File: config.mk
export PLATFORM = sky130hd
export DESIGN_NAME = wb_spi_master_mc
export DESIGN_NICKNAME = d
export VERILOG_FILES = /design/src/rtl/wb_spi_master_mc.sv
export SDC_FILE = /design/constraint.sdc
export NUM_CORES = 1
export LEC_CHECK = 0
export CORE_ASPECT_RATIO = 0.5
export CORE_UTILIZATION = 35
export CTS_CLUSTER_DIAMETER = 200
export CTS_CLUSTER_SIZE = 20
export DETAILED_ROUTE_END_ITERATION = 10
export RECOVER_POWER = 100
export SETUP_SLACK_MARGIN = 0.05
export SLEW_MARGIN = 10
export SYNTH_ARGS = -nofsm -noshare
export SYNTH_HDL_FRONTEND = slang
export SYNTH_SLANG_ARGS = --single-unit
File: constraint.sdc
create_clock -name CLK_I -period 7.56 [get_ports CLK_I]
set_clock_uncertainty 0.05 [all_clocks]
set_input_delay 1.512 -clock CLK_I [delete_from_list [all_inputs] [get_ports CLK_I]]
set_output_delay 1.512 -clock CLK_I [all_outputs]
set_load 0.01 [all_outputs]
File: src/rtl/wb_spi_master_mc.sv
`default_nettype none
// +----------------------------------------------------------------------------+
// | Module   : wb_spi_master_mc                                                |
// | Purpose  : Wishbone-slave SPI master, four SPI modes, programmable SCK     |
// |            divider, 1..DATA_W-bit transfers, MSB/LSB-first, NUM_CS        |
// |            one-hot chip selects. Single TX/RX register, no FIFO.           |
// | Options  : SPI_IRQ_EN - adds IRQ_O = CTRL.IE & STAT.DONE (registered).     |
// | Revision : 1.0 - initial release                                           |
// +----------------------------------------------------------------------------+
module wb_spi_master_mc #(
  parameter int DATA_W = 32,
  parameter int NUM_CS = 4,
  parameter int DIV_W  = 8
) (
  input  logic              CLK_I,
  input  logic              RST_I,
  input  logic [7:0]        ADR_I,
  input  logic              CYC_I,
  input  logic              STB_I,
  input  logic              WE_I,
  input  logic [DATA_W-1:0] DAT_I,
  output logic [DATA_W-1:0] DAT_O,
  output logic              ACK_O,
  output logic              SPI_CLK,
  output logic              SPI_MOSI,
  input  logic              SPI_MISO,
  output logic [NUM_CS-1:0] SPI_CS_N,
  output logic              SPI_WP_N,
  output logic              SPI_HOLD_N
`ifdef SPI_IRQ_EN
  ,
  output logic              IRQ_O
`endif
);

  localparam int IW = (DATA_W > 1) ? $clog2(DATA_W) : 1;
  localparam logic [4:0] LEN_MAX = 5'(DATA_W - 1);

  typedef enum logic [1:0] {
    IDLE  = 2'd0,
    SETUP = 2'd1,
    SHIFT = 2'd2,
    HOLD  = 2'd3
  } state_t;

  // Bus decode
  logic [31:0] wdat;
  logic        req, wr_req, ctrl_wr, tx_wr, stat_wr, start;

  // Programmer-visible control register
  logic             ctrl_cpha, ctrl_cpol, ctrl_lsb;
  logic [2:0]       ctrl_cs;
  logic [DIV_W-1:0] ctrl_div;
  logic [4:0]       ctrl_len;
  logic             ctrl_wp, ctrl_hold;
`ifdef SPI_IRQ_EN
  logic             ctrl_ie;
  logic             irq;
`endif

  // Per-transfer configuration, frozen when the transfer is launched
  logic             cfg_cpha, cfg_cpol, cfg_lsb;
  logic [2:0]       cfg_cs;
  logic [DIV_W-1:0] cfg_div;
  logic [IW-1:0]    cfg_len_m1;

  // Engine state
  state_t              state;
  logic [DIV_W-1:0]    div_cnt;
  logic [IW-1:0]       bit_cnt;
  logic                phase;       // 0: next SCK edge is the leading one
  logic                shift_done;
  logic                go;
  logic                busy, done, err;
  logic [DATA_W-1:0]   tx_data, rx_sh, rx_data;
  logic                sck, mosi, ack;
  logic [NUM_CS-1:0]   cs_n;
  logic [DATA_W-1:0]   dat_o;

  // Datapath helpers
  logic [4:0]        len_lim;
  logic [IW-1:0]     cur_idx, nxt_cnt, nxt_idx, first_idx;
  logic              tick, do_edge;
  logic [NUM_CS-1:0] cs_sel_n;
  logic [31:0]       ctrl_rd, rd_data;
  logic              unused_bits;

  assign wdat    = 32'(DAT_I);
  assign req     = CYC_I & STB_I & ~ack;
  assign wr_req  = req & WE_I;
  assign ctrl_wr = wr_req & (ADR_I[1:0] == 2'd0);
  assign tx_wr   = wr_req & (ADR_I[1:0] == 2'd1);
  assign stat_wr = wr_req & (ADR_I[1:0] == 2'd3);
  assign start   = tx_wr & ~busy;

  // Lengths longer than the shift register are clamped to DATA_W bits
  assign len_lim   = (ctrl_len > LEN_MAX) ? LEN_MAX : ctrl_len;

  assign cur_idx   = cfg_lsb ? bit_cnt : cfg_len_m1 - bit_cnt;
  assign nxt_cnt   = (bit_cnt == cfg_len_m1) ? '0 : bit_cnt + IW'(1);
  assign nxt_idx   = cfg_lsb ? nxt_cnt : cfg_len_m1 - nxt_cnt;
  assign first_idx = cfg_lsb ? '0 : cfg_len_m1;

  assign tick    = (div_cnt == cfg_div);
  assign do_edge = tick & ((state == SETUP) | ((state == SHIFT) & ~shift_done));

  // An out-of-range index matches no output, so no device is selected
  for (genvar i = 0; i < NUM_CS; i++) begin : g_cs_sel
    assign cs_sel_n[i] = (cfg_cs != 3'(i));
  end

  assign unused_bits = ^{ADR_I[7:2], wdat, len_lim};

  // CTRL read-back image
  always_comb begin
    ctrl_rd            = '0;
    ctrl_rd[0]         = ctrl_cpha;
    ctrl_rd[1]         = ctrl_cpol;
    ctrl_rd[2]         = ctrl_lsb;
`ifdef SPI_IRQ_EN
    ctrl_rd[3]         = ctrl_ie;
`endif
    ctrl_rd[6:4]       = ctrl_cs;
    ctrl_rd[DIV_W+7:8] = ctrl_div;
    ctrl_rd[20:16]     = ctrl_len;
    ctrl_rd[30]        = ctrl_wp;
    ctrl_rd[31]        = ctrl_hold;
  end

  // Register read multiplexer
  always_comb begin
    rd_data = '0;
    case (ADR_I[1:0])
      2'd0:    rd_data = ctrl_rd;
      2'd1:    rd_data = 32'(tx_data);
      2'd2:    rd_data = 32'(rx_data);
      default: rd_data = {29'd0, err, done, busy};
    endcase
  end

  // Wishbone handshake, registered read data and CTRL storage
  always_ff @(posedge CLK_I) begin
    if (!RST_I) begin
      ack       <= 1'b0;
      dat_o     <= '0;
      ctrl_cpha <= 1'b0;
      ctrl_cpol <= 1'b0;
      ctrl_lsb  <= 1'b0;
      ctrl_cs   <= '0;
      ctrl_div  <= '0;
      ctrl_len  <= '0;
      ctrl_wp   <= 1'b1;
      ctrl_hold <= 1'b1;
`ifdef SPI_IRQ_EN
      ctrl_ie   <= 1'b0;
`endif
    end else begin
      ack <= req;
      if (req && !WE_I) begin
        dat_o <= rd_data[DATA_W-1:0];
      end
      if (ctrl_wr) begin
        ctrl_cpha <= wdat[0];
        ctrl_cpol <= wdat[1];
        ctrl_lsb  <= wdat[2];
        ctrl_cs   <= wdat[6:4];
        ctrl_div  <= wdat[DIV_W+7:8];
        ctrl_len  <= wdat[20:16];
        ctrl_wp   <= wdat[30];
        ctrl_hold <= wdat[31];
`ifdef SPI_IRQ_EN
        ctrl_ie   <= wdat[3];
`endif
      end
    end
  end

  // Transfer engine: status flags, SCK/MOSI/CS generation and MISO capture
  always_ff @(posedge CLK_I) begin
    if (!RST_I) begin
      state      <= IDLE;
      div_cnt    <= '0;
      bit_cnt    <= '0;
      phase      <= 1'b0;
      shift_done <= 1'b0;
      go         <= 1'b0;
      busy       <= 1'b0;
      done       <= 1'b0;
      err        <= 1'b0;
      tx_data    <= '0;
      rx_sh      <= '0;
      rx_data    <= '0;
      sck        <= 1'b0;
      mosi       <= 1'b0;
      cs_n       <= '1;
      cfg_cpha   <= 1'b0;
      cfg_cpol   <= 1'b0;
      cfg_lsb    <= 1'b0;
      cfg_cs     <= '0;
      cfg_div    <= '0;
      cfg_len_m1 <= '0;
    end else begin
      // W1C first so that a same-cycle hardware set below takes priority
      if (stat_wr && wdat[1]) done <= 1'b0;
      if (stat_wr && wdat[2]) err  <= 1'b0;
      if (tx_wr && busy)      err  <= 1'b1;

      go <= start;
      if (start) begin
        busy       <= 1'b1;
        tx_data    <= DAT_I;
        cfg_cpha   <= ctrl_cpha;
        cfg_cpol   <= ctrl_cpol;
        cfg_lsb    <= ctrl_lsb;
        cfg_cs     <= ctrl_cs;
        cfg_div    <= ctrl_div;
        cfg_len_m1 <= len_lim[IW-1:0];
      end

      if (state != IDLE) begin
        div_cnt <= tick ? '0 : div_cnt + DIV_W'(1);
      end

      // One SCK edge per half-period; leading/trailing roles swap with CPHA
      if (do_edge) begin
        sck   <= ~sck;
        phase <= ~phase;
        if (!phase) begin
          if (cfg_cpha) mosi <= tx_data[cur_idx];
          else          rx_sh[cur_idx] <= SPI_MISO;
        end else begin
          if (cfg_cpha) rx_sh[cur_idx] <= SPI_MISO;
          else          mosi <= tx_data[nxt_idx];
          bit_cnt <= nxt_cnt;
          if (bit_cnt == cfg_len_m1) shift_done <= 1'b1;
        end
      end

      case (state)
        IDLE: begin
          sck <= ctrl_cpol;
          if (go) begin
            state      <= SETUP;
            cs_n       <= cs_sel_n;
            mosi       <= tx_data[first_idx];
            sck        <= cfg_cpol;
            div_cnt    <= '0;
            bit_cnt    <= '0;
            phase      <= 1'b0;
            shift_done <= 1'b0;
            rx_sh      <= '0;
          end
        end
        SETUP: begin
          if (tick) state <= SHIFT;
        end
        SHIFT: begin
          if (tick && shift_done) state <= HOLD;
        end
        HOLD: begin
          if (tick) begin
            state   <= IDLE;
            cs_n    <= '1;
            mosi    <= 1'b0;
            rx_data <= rx_sh;
            done    <= 1'b1;
            busy    <= 1'b0;
          end
        end
        default: state <= IDLE;
      endcase
    end
  end

`ifdef SPI_IRQ_EN
  // Interrupt follows DONE one cycle later when enabled
  always_ff @(posedge CLK_I) begin
    if (!RST_I) irq <= 1'b0;
    else        irq <= ctrl_ie & done;
  end
  assign IRQ_O = irq;
`endif

  assign ACK_O      = ack;
  assign DAT_O      = dat_o;
  assign SPI_CLK    = sck;
  assign SPI_MOSI   = mosi;
  assign SPI_CS_N   = cs_n;
  assign SPI_WP_N   = ctrl_wp;
  assign SPI_HOLD_N = ctrl_hold;

endmodule
`default_nettype wire
==> results of run 1 <==
## report_power, final
group          internal [W]  leakage [nW]  switching [W]
logic              0.000106          2.00       0.000167
registers           0.00105          1.58      0.0000182
clock network      0.000500         0.295       0.000441
## per-stage QoR
step | instance area [um2] | util (%) | hold WS [ns] | worst slack, ns
floorplan | 9650 | - | 0.378 | 3.82
global placement | 10700 | 39.8 | 0.390 | 3.10
detailed placement | 10700 | 39.8 | 0.397 | 3.07
CTS | 11300 | 42.1 | 0.409 | 3.20
global route | 11200 | 42.0 | 0.421 | 1.56
finish | 11200 | 42.0 | 0.406 | 1.89
## Yosys cell counts, types with 3 or more instances
| library cell | number | area share, % |
|---|---|---|
| a211oi_1 | 29 | 2.3 |
| a21boi_0 | 79 | 6.1 |
| a21o_1 | 3 | 0.23 |
| a21oi_1 | 85 | 4.4 |
| a22oi_1 | 12 | 0.93 |
| a31oi_1 | 3 | 0.19 |
| and2_1 | 6 | 0.39 |
| and3_1 | 4 | 0.26 |
| buf_1 | 4 | 0.16 |
| buf_6 | 3 | 0.35 |
| clkbuf_1 | 75 | 2.9 |
| dfxtp_1 | 196 | 41 |
| ha_1 | 14 | 1.8 |
| inv_1 | 20 | 0.78 |
| mux2_2 | 5 | 0.58 |
| mux2i_1 | 64 | 6.6 |
| mux4_2 | 16 | 3.7 |
| nand2_1 | 252 | 9.8 |
| nand2b_1 | 9 | 0.58 |
| nand3_1 | 18 | 0.93 |
| nand4_1 | 6 | 0.39 |
| nor2_1 | 122 | 4.7 |
| nor2b_1 | 18 | 1.2 |
| nor3_1 | 14 | 0.73 |
| nor3b_1 | 6 | 0.47 |
| nor4_1 | 5 | 0.32 |
| o211ai_1 | 4 | 0.31 |
| o21ai_0 | 30 | 1.6 |
| o22ai_1 | 3 | 0.19 |
| or3_1 | 9 | 0.58 |
| xnor2_1 | 16 | 1.5 |
| xor2_1 | 5 | 0.45 |
## layout make-up
| type | instances | share of cell area [%] |
|---|---|---|
| Multi-Input combinational cell | 868 | 47.4 |
| Sequential cell | 196 | 34.9 |
| Timing Repair Buffer | 91 | 7.67 |
| Tap cell | 352 | 3.92 |
| Clock buffer | 18 | 3.82 |
| Clock inverter | 14 | 1.51 |
| Inverter | 22 | 0.757 |
## per-layer routing
| metal | up-vias | GRT usage, % | part of all wire [%] |
|---|---|---|---|
| met5 | - | 0 | 0 |
| met4 | 0 | 6.82 | 2.2 |
| met3 | 42 | 4.43 | 5.7 |
| met2 | 218 | 32.8 | 44 |
| met1 | 4040 | 28.2 | 48 |
| li1 | 4078 | - | - |
## kinds of logic after synthesis
group,after synthesis,synth area share [%]
buf+inv,105,4.36
xor+xnor,22,2.08
compound gates,265,17.9
fa+ha+maj,16,2.23
flops,196,40.7
mux,88,11.7
simple gates,477,21.1
## final timing paths
check                                   to  slack (ns)  cells after the start                  startpoint
setup / recovery  tx_data[24]$_SDFFE_PN0P_        1.89                      6                    ADR_I[0]
hold / removal     rx_data[1]$_SDFFE_PN0P_        0.41                      2         rx_sh[1]$_SDFF_PN0_
setup reg to reg       SPI_MOSI$_SDFF_PN0_        3.19                     13  cfg_len_m1[0]$_SDFFE_PN0P_
hold reg to reg    rx_data[1]$_SDFFE_PN0P_        0.41                      2         rx_sh[1]$_SDFF_PN0_
## worst max-delay path, cell delays in order
cell           delay, ns
dlygate4sd3_1       1.05
nand2b_1            0.18
nor3_1              2.32
buf_4               0.61
nand2_1             0.10
a21boi_0            0.18
## flip-flops by register name, summed over array words and instances (netlist names), 2 cells and up
register,count
div_cnt,8
DAT_O,32
cfg_div,8
SPI_CS_N,4
rx_data,32
ctrl_div,8
bit_cnt,5
ctrl_cs,3
cfg_len_m1,5
rx_sh,32
state,2
cfg_cs,3
ctrl_len,5
tx_data,32
==> results_dict.tcl, run 1 <==
set metrics [dict create \
    grt_max_degree 97 \
    setup_tns_ns 0 \
    ant_nets 0 \
    stdcell_count 1561 \
    setup_viol 0 \
    gr-total-overflow 0 \
    syn-num-nets 1231 \
    die_w_um 237 \
    required_ns 7.87 \
    clock-sinks 196 \
    netlist_instances 1169 \
    synth_ff_type "dfxtp_1" \
    grt_pass1_vias 8240 \
    antenna_found_initial 0 \
    place_hpwl_mm 19.7 \
    cp-end-kind "register" \
    multi_input_area_um2 5320 \
    cts-hold-fix-buffers 0 \
    viasPerCell 5.37 \
    drv_slew 227 \
    final-seq-area_um2 3920 \
    power_density_nw_per_um2 204 \
    slew_headroom_pct -146 \
    synthArstFlopShare_pct 0 \
    final_cell_mix "nand2_1, dfxtp_1, nor2_1" \
    syn-mean-instance-area_um2 8.25 \
    cts_resized 0 \
    worstMarginPinSlew_ns 3.69 \
    ioPinCount 87 \
    die_y_um 119 \
    synth_cell_types 59 \
    yosysWarnings 0 \
    finalHoldViolations 0 \
    leakage_nw 3.88 \
    postCtsSetupRepairBufs 0 \
    num_rows 42 \
    finalPower_w 0.00229 \
    synth-seq-area-share_pct 40.7 \
    hp-class "reg -> reg" \
    outcome "finished, violations left" \
    worstSetupPathType "in -> reg" \
    start_util_pct 36.1 \
    grt_usage_pct 20.8 \
    vias 8378 \
    path_clk_slew_ns 0.08 \
    cts-htree-levels 4 \
    synth-seq-cells 196 \
    die_area_um2 28300 \
    crit_arrival_ns 5.98 \
    drc 0 \
    max_freq_mhz 176 \
    grt_first_pass_wirelength_mm 45.5 \
    syn_to_final_growth_pct 16.5 \
    ir_worst_vdd_v 0.000161 \
    min_period_ns 5.67 \
    netlist_area_um2 9650 \
    io_buffers 80 \
    antennaDiodeCount 0 \
    routedWlPerCell_um 18.3 \
    first_pass_iters 5 \
    cts_buffers 17 \
    dp_cells 1529 \
    clock_path_buffers 2 \
    synth_edf_count 0 \
    drt_iter0_markers 723 \
    place.gp.congestion 0.895 \
    final_common_cell "nand2_1" \
    drive_gt1_share_pct 5.87 \
    wirelength_mm 28.5 \
    fill_cells 2644 \
    rsz0062_at_grt "false" \
    fin_nets 1258 \
    coreArea_um2 26700 \
    root_buffer "clkbuf_16" \
    clk_latency_ns 0.45 \
    period_share_pct 75.0 \
    cts_tree "built" \
    startpoint_type "input port" \
    cap_violations 4 \
    cp_max_fo 27 \
    violations "capacitance limit, slew limit" \
]
Note: power is estimated with default switching activity, not from simulation.
==> run 2, diff against run 1 <==
==> constraint.sdc (replaced) <==
create_clock -name CLK_I -period 4.7 [get_ports CLK_I]
set_clock_uncertainty 0.05 [all_clocks]
set_input_delay 0.94 -clock CLK_I [delete_from_list [all_inputs] [get_ports CLK_I]]
set_output_delay 0.94 -clock CLK_I [all_outputs]
set_load 0.01 [all_outputs]
==> run 2 against run 1 <==
  * Critical path type unchanged
  * Global-route usage shrank 0.074 points
  * Clock power grew 48%
  * Routed wire length grew 0.22%
  * Final area grew 0.19%
  * The run still ends with capacitance limit, slew limit left
  * Utilization grew 0.080 points
  * Largest power group unchanged
  * Combinational power grew 59%
  * Largest cell class unchanged
  * Sequential power grew 62%
==> results_dict.tcl, run 2 (same netlist as run 1, synthesis figures left out) <==
set metrics [dict create \
    grt_first_pass_wirelength_mm 45.1 \
    start_util_pct 36.1 \
    multi_input_area_um2 5310 \
    cts_resized 0 \
    setup_viol 0 \
    max_freq_mhz 255 \
    gr-total-overflow 0 \
    violations "capacitance limit, slew limit" \
    wirelength_mm 28.6 \
    final-seq-area_um2 3920 \
    clock-sinks 196 \
    cts_tree "built" \
    final_area_um2 11300 \
    cts_buffers 17 \
    first_pass_iters 6 \
    finalHoldViolations 0 \
    startpoint_type "input port" \
    vias 8355 \
    fill_cells 2630 \
    syn_to_final_growth_pct 16.7 \
    drv_slew 107 \
    path_clk_slew_ns 0.07 \
    drt_iter0_markers 764 \
    required_ns 4.98 \
    outcome "finished, violations left" \
    place_hpwl_mm 20.1 \
    cp_max_fo 61 \
    coreArea_um2 26700 \
    rsz0062_at_grt "false" \
    worstSetupPathType "in -> reg" \
    viasPerCell 5.31 \
    clock_path_buffers 2 \
    period_share_pct 83.5 \
    ir_worst_vdd_v 0.000266 \
    grt_usage_pct 20.7 \
    ant_nets 0 \
    routedWlPerCell_um 18.2 \
    num_rows 42 \
    grt_max_degree 62 \
    wl_met2_mm 13.0 \
    min_period_ns 3.93 \
    clk_latency_ns 0.45 \
    cp-end-kind "register" \
    final_common_cell "nand2_1" \
    cts-hold-fix-buffers 0 \
    antennaDiodeCount 0 \
    postCtsSetupRepairBufs 0 \
    drc 0 \
    ioPinCount 87 \
    grt_pass1_vias 8010 \
    holdWs_ns 0.409 \
    root_buffer "clkbuf_16" \
    highest_layer "met4" \
    leakage_nw 3.90 \
    io_buffers 80 \
    cap_violations 3 \
    setup_tns_ns 0 \
    fin_nets 1270 \
    power_density_nw_per_um2 315 \
    cts-htree-levels 4 \
    hp-class "reg -> reg" \
    die_y_um 119 \
    final_cell_mix "nand2_1, dfxtp_1, nor2_1" \
    crit_arrival_ns 4.20 \
    met1Wirelength_mm 13.8 \
    place.gp.congestion 0.892 \
    drive_gt1_share_pct 6.72 \
    place_area_um2 10700 \
    worstMarginPinSlew_ns 2.16 \
    antenna_found_initial 0 \
    slew_headroom_pct -44.0 \
    die_w_um 237 \
    die_area_um2 28300 \
    met3_length_mm 1.54 \
]
==> run 2: changes by cell type in the layout (fill, tap and decap cells not counted), moves of 2 or more <==
cell	change
buf_4	+10
inv_8	-4
and2_0	-2
and2_1	+2
bufinv_16	-2
clkbuf_8	+2
clkinv_4	+2
==> run 2: cell type report <==
class,count,share of cell area [%]
inverter,22,0.756
clock inverter,12,0.878
timing repair buffer,103,8.36
tap,352,3.91
sequential,196,34.9
multi-input combinational,868,47.2
clock buffer,20,4.06
==> run 2: through the flow <==
| step | utilization, % | std cells | power, W | setup slack, ns |
|---|---|---|---|---|
| after global routing | 42.1 | 1573 | 0.00368 | 0.434 |
| final | 42.1 | 1573 | 0.00355 | 0.773 |
| after CTS | 42.2 | 1573 | 0.00358 | 0.824 |
| after floorplan | - | 1169 | 0.00202 | 0.964 |
| after detailed placement | 40.1 | 1541 | 0.00220 | 0.873 |
| after global placement | 40.1 | 1541 | 0.00219 | 0.855 |
==> run 2: path summary, 6_finish.rpt <==
check,startpoint,endpoint,slack (ns),cells after the start
setup / recovery,RST_I,DAT_O[8]$_SDFFE_PN0P_,0.77,3
hold / removal,rx_sh[1]$_SDFF_PN0_,rx_data[1]$_SDFFE_PN0P_,0.41,2
setup reg to reg,bit_cnt[2]$_SDFF_PN0_,SPI_MOSI$_SDFF_PN0_,0.80,13
hold reg to reg,rx_sh[1]$_SDFF_PN0_,rx_data[1]$_SDFFE_PN0P_,0.41,2
==> run 2: power breakdown <==
group	leakage [nW]	total, W	internal (W)	switching (W)
logic	2.05	0.000433	0.000163	0.000270
clock network	0.270	0.00139	0.000713	0.000675
registers	1.58	0.00173	0.00170	0.0000301
==> run 2: critical path, stage by stage <==
cell and delay (ns):
clkbuf_1 1.14, inv_1 1.51, a211oi_1 0.58
==> run 2: metal layers <==
| metal | vias to the layer above | GRT usage (%) |
|---|---|---|
| met5 | - | 0 |
| met4 | 0 | 5.11 |
| met3 | 26 | 3.92 |
| met2 | 204 | 32.3 |
| met1 | 4045 | 29.3 |
| li1 | 4080 | - |
==> run 3, diff against run 2 <==
==> constraint.sdc (replaced) <==
create_clock -name CLK_I -period 3.9 [get_ports CLK_I]
set_clock_uncertainty 0.05 [all_clocks]
set_input_delay 0.78 -clock CLK_I [delete_from_list [all_inputs] [get_ports CLK_I]]
set_output_delay 0.78 -clock CLK_I [all_outputs]
set_load 0.01 [all_outputs]
==> run 3 against run 2 <==
  * The run still ends with capacitance limit, slew limit left
  * Non-clock buffer count rose by 9
  * Register-to-register slack lost 0.58 ns
  * Final area increased by 0.96%
  * Sequential power increased by 20%
  * Hold slack got worse by 0.0025 ns
  * Via count increased by 1.3%
  * First-iteration DRC count decreased by 5.1%
  * Sequential share of layout area fell by 0.33 points
  * Largest cell class unchanged
  * Flip-flop and latch count unchanged
==> results_dict.tcl, run 3 (same netlist as run 1, synthesis figures left out) <==
set metrics [dict create \
    holdWs_ns 0.407 \
    place.gp.congestion 0.891 \
    place_hpwl_mm 20.7 \
    die_y_um 119 \
    gr-total-overflow 0 \
    setup_tns_ns 0 \
    drc 0 \
    dp_cells 1547 \
    finalPower_w 0.00439 \
    leakage_nw 3.96 \
    fin_ws_ns 0.223 \
    stdcell_count 1583 \
    cp-startpoint "bit_cnt[2]$_SDFF_PN0_" \
    cts_buffers 17 \
    wirelength_mm 29.2 \
    finalHoldViolations 0 \
    drt_iter0_markers 725 \
    cts-htree-levels 4 \
    startpoint_type "register" \
    hp-class "reg -> reg" \
    setup_viol 0 \
    crit_arrival_ns 4.00 \
    antenna_found_initial 0 \
    cts-hold-fix-buffers 0 \
    grt_usage_pct 21.0 \
    ioPinCount 87 \
    max_stage_delay_ns 0.44 \
    cts_resized 0 \
    ant_nets 0 \
    timing.rr.end "SPI_MOSI$_SDFF_PN0_" \
    min_period_ns 3.68 \
    clock_path_buffers 2 \
    cp_common_cell "ha_1" \
    drive_gt1_share_pct 7.47 \
    grt_first_pass_wirelength_mm 46.0 \
    post-place-ws_ns 0.146 \
    cp-end-kind "register" \
    start_util_pct 36.1 \
    root_buffer "clkbuf_16" \
    grt_pass1_vias 8096 \
    crit_buf_inv 2 \
    required_ns 4.22 \
    drv_slew 97 \
    antennaDiodeCount 0 \
    routedWlPerCell_um 18.5 \
    period_share_pct 94.3 \
    ir_worst_vdd_v 0.000314 \
    num_rows 42 \
    slew_headroom_pct -11.7 \
    path_delay_family "simple AND/OR/NAND/NOR gates" \
    cp_max_fo 6 \
    crit_chain "inv_1 > ha_1 > and4_1 > and2_1 > buf_4 > or2_2 > ha_1 > nor2_1 > a21oi_1 > mux2i_1 > xnor2_1 > o21a_1 > a311oi_1 > nand4_1 > a31oi_1" \
    io_buffers 80 \
    fill_cells 2640 \
    regToRegStartpoint "bit_cnt[2]$_SDFF_PN0_" \
    die_area_um2 28300 \
    path_depth 15 \
    die_w_um 237 \
    grt_max_degree 97 \
    reg2reg_slack_ns 0.22 \
    final_common_cell "nand2_1" \
    outcome "finished, violations left" \
    cp-endpoint "SPI_MOSI$_SDFF_PN0_" \
    clock-sinks 196 \
    cap_violations 1 \
    syn_to_final_growth_pct 17.8 \
    fin_nets 1280 \
    cts_tree "built" \
    rsz0062_at_grt "false" \
    vias 8465 \
    max_freq_mhz 272 \
    violations "capacitance limit, slew limit" \
    first_pass_iters 5 \
    power_density_nw_per_um2 387 \
    path_clk_slew_ns 0.07 \
    worstSetupPathType "reg -> reg" \
    worstMarginPinSlew_ns 1.68 \
    postCtsSetupRepairBufs 0 \
    crit_path_top_delay_cell "dfxtp_1" \
    final_cell_mix "nand2_1, dfxtp_1, nor2_1" \
    ff2ff_path_depth 15 \
    clk_latency_ns 0.45 \
    coreArea_um2 26700 \
    viasPerCell 5.35 \
]
[run 3: cell count changes in the layout (fill, tap and decap cells not counted), sizes merged]
| cell | delta |
|---|---|
| inv | +3 |
| clkbuf | +1 |
| buf | +6 |
| bufinv | +1 |
| clkinvlp | +1 |
| clkinv | -4 |
| a31oi | +1 |
| dlygate4sd3 | +1 |
[run 3: cell type report]
type                            instances  area [um2]  share of cell area (%)
Clock buffer                           19         443                    3.90
Clock inverter                         13         143                    1.26
Inverter                               22        85.1                   0.749
Multi-Input combinational cell        869        5320                    46.8
Sequential cell                       196        3920                    34.5
Tap cell                              352         440                    3.88
Timing Repair Buffer                  112        1010                    8.90
[run 3: power breakdown]
group / switching, W / internal, W / leakage [nW] / total [W]
Clock: 0.000858 / 0.000923 / 0.279 / 0.00178
Combinational: 0.000329 / 0.000205 / 2.09 / 0.000534
Sequential: 0.0000362 / 0.00204 / 1.58 / 0.00208
[run 3: worst min path at each step]
stage / slack, ns / from / to / depth (start not counted)
3_5_place_dp: 0.39 / rx_sh[7]$_SDFF_PN0_ / rx_data[7]$_SDFFE_PN0P_ / 2
2_1_floorplan: 0.38 / rx_sh[12]$_SDFF_PN0_ / rx_data[12]$_SDFFE_PN0P_ / 2
4_1_cts: 0.40 / rx_sh[7]$_SDFF_PN0_ / rx_data[7]$_SDFFE_PN0P_ / 2
6_report: 0.41 / rx_sh[7]$_SDFF_PN0_ / rx_data[7]$_SDFFE_PN0P_ / 2
3_3_place_gp: 0.39 / rx_sh[7]$_SDFF_PN0_ / rx_data[7]$_SDFFE_PN0P_ / 2
5_1_grt: 0.43 / rx_sh[7]$_SDFF_PN0_ / rx_data[7]$_SDFFE_PN0P_ / 2
[run 3: through the flow]
step	util, %	area (um2)
2_1_floorplan	-	9650
3_3_place_gp	40.3	10800
3_5_place_dp	40.3	10800
4_1_cts	42.5	11400
5_1_grt	42.5	11400
6_report	42.5	11400
[run 3: metal layers]
metal	track usage, %	wire length (um)	vias up
li1	-	-	4114
met1	29.9	14100	4098
met2	32.9	13100	223
met3	3.64	1610	30
met4	5.19	368	0
met5	0	0	-
[run 3: worst min-delay path, stage by stage, from the launching register on]
cell and delay, ns:
dfxtp_1 0.31, nand2_1 0.05, a21oi_1 0.05
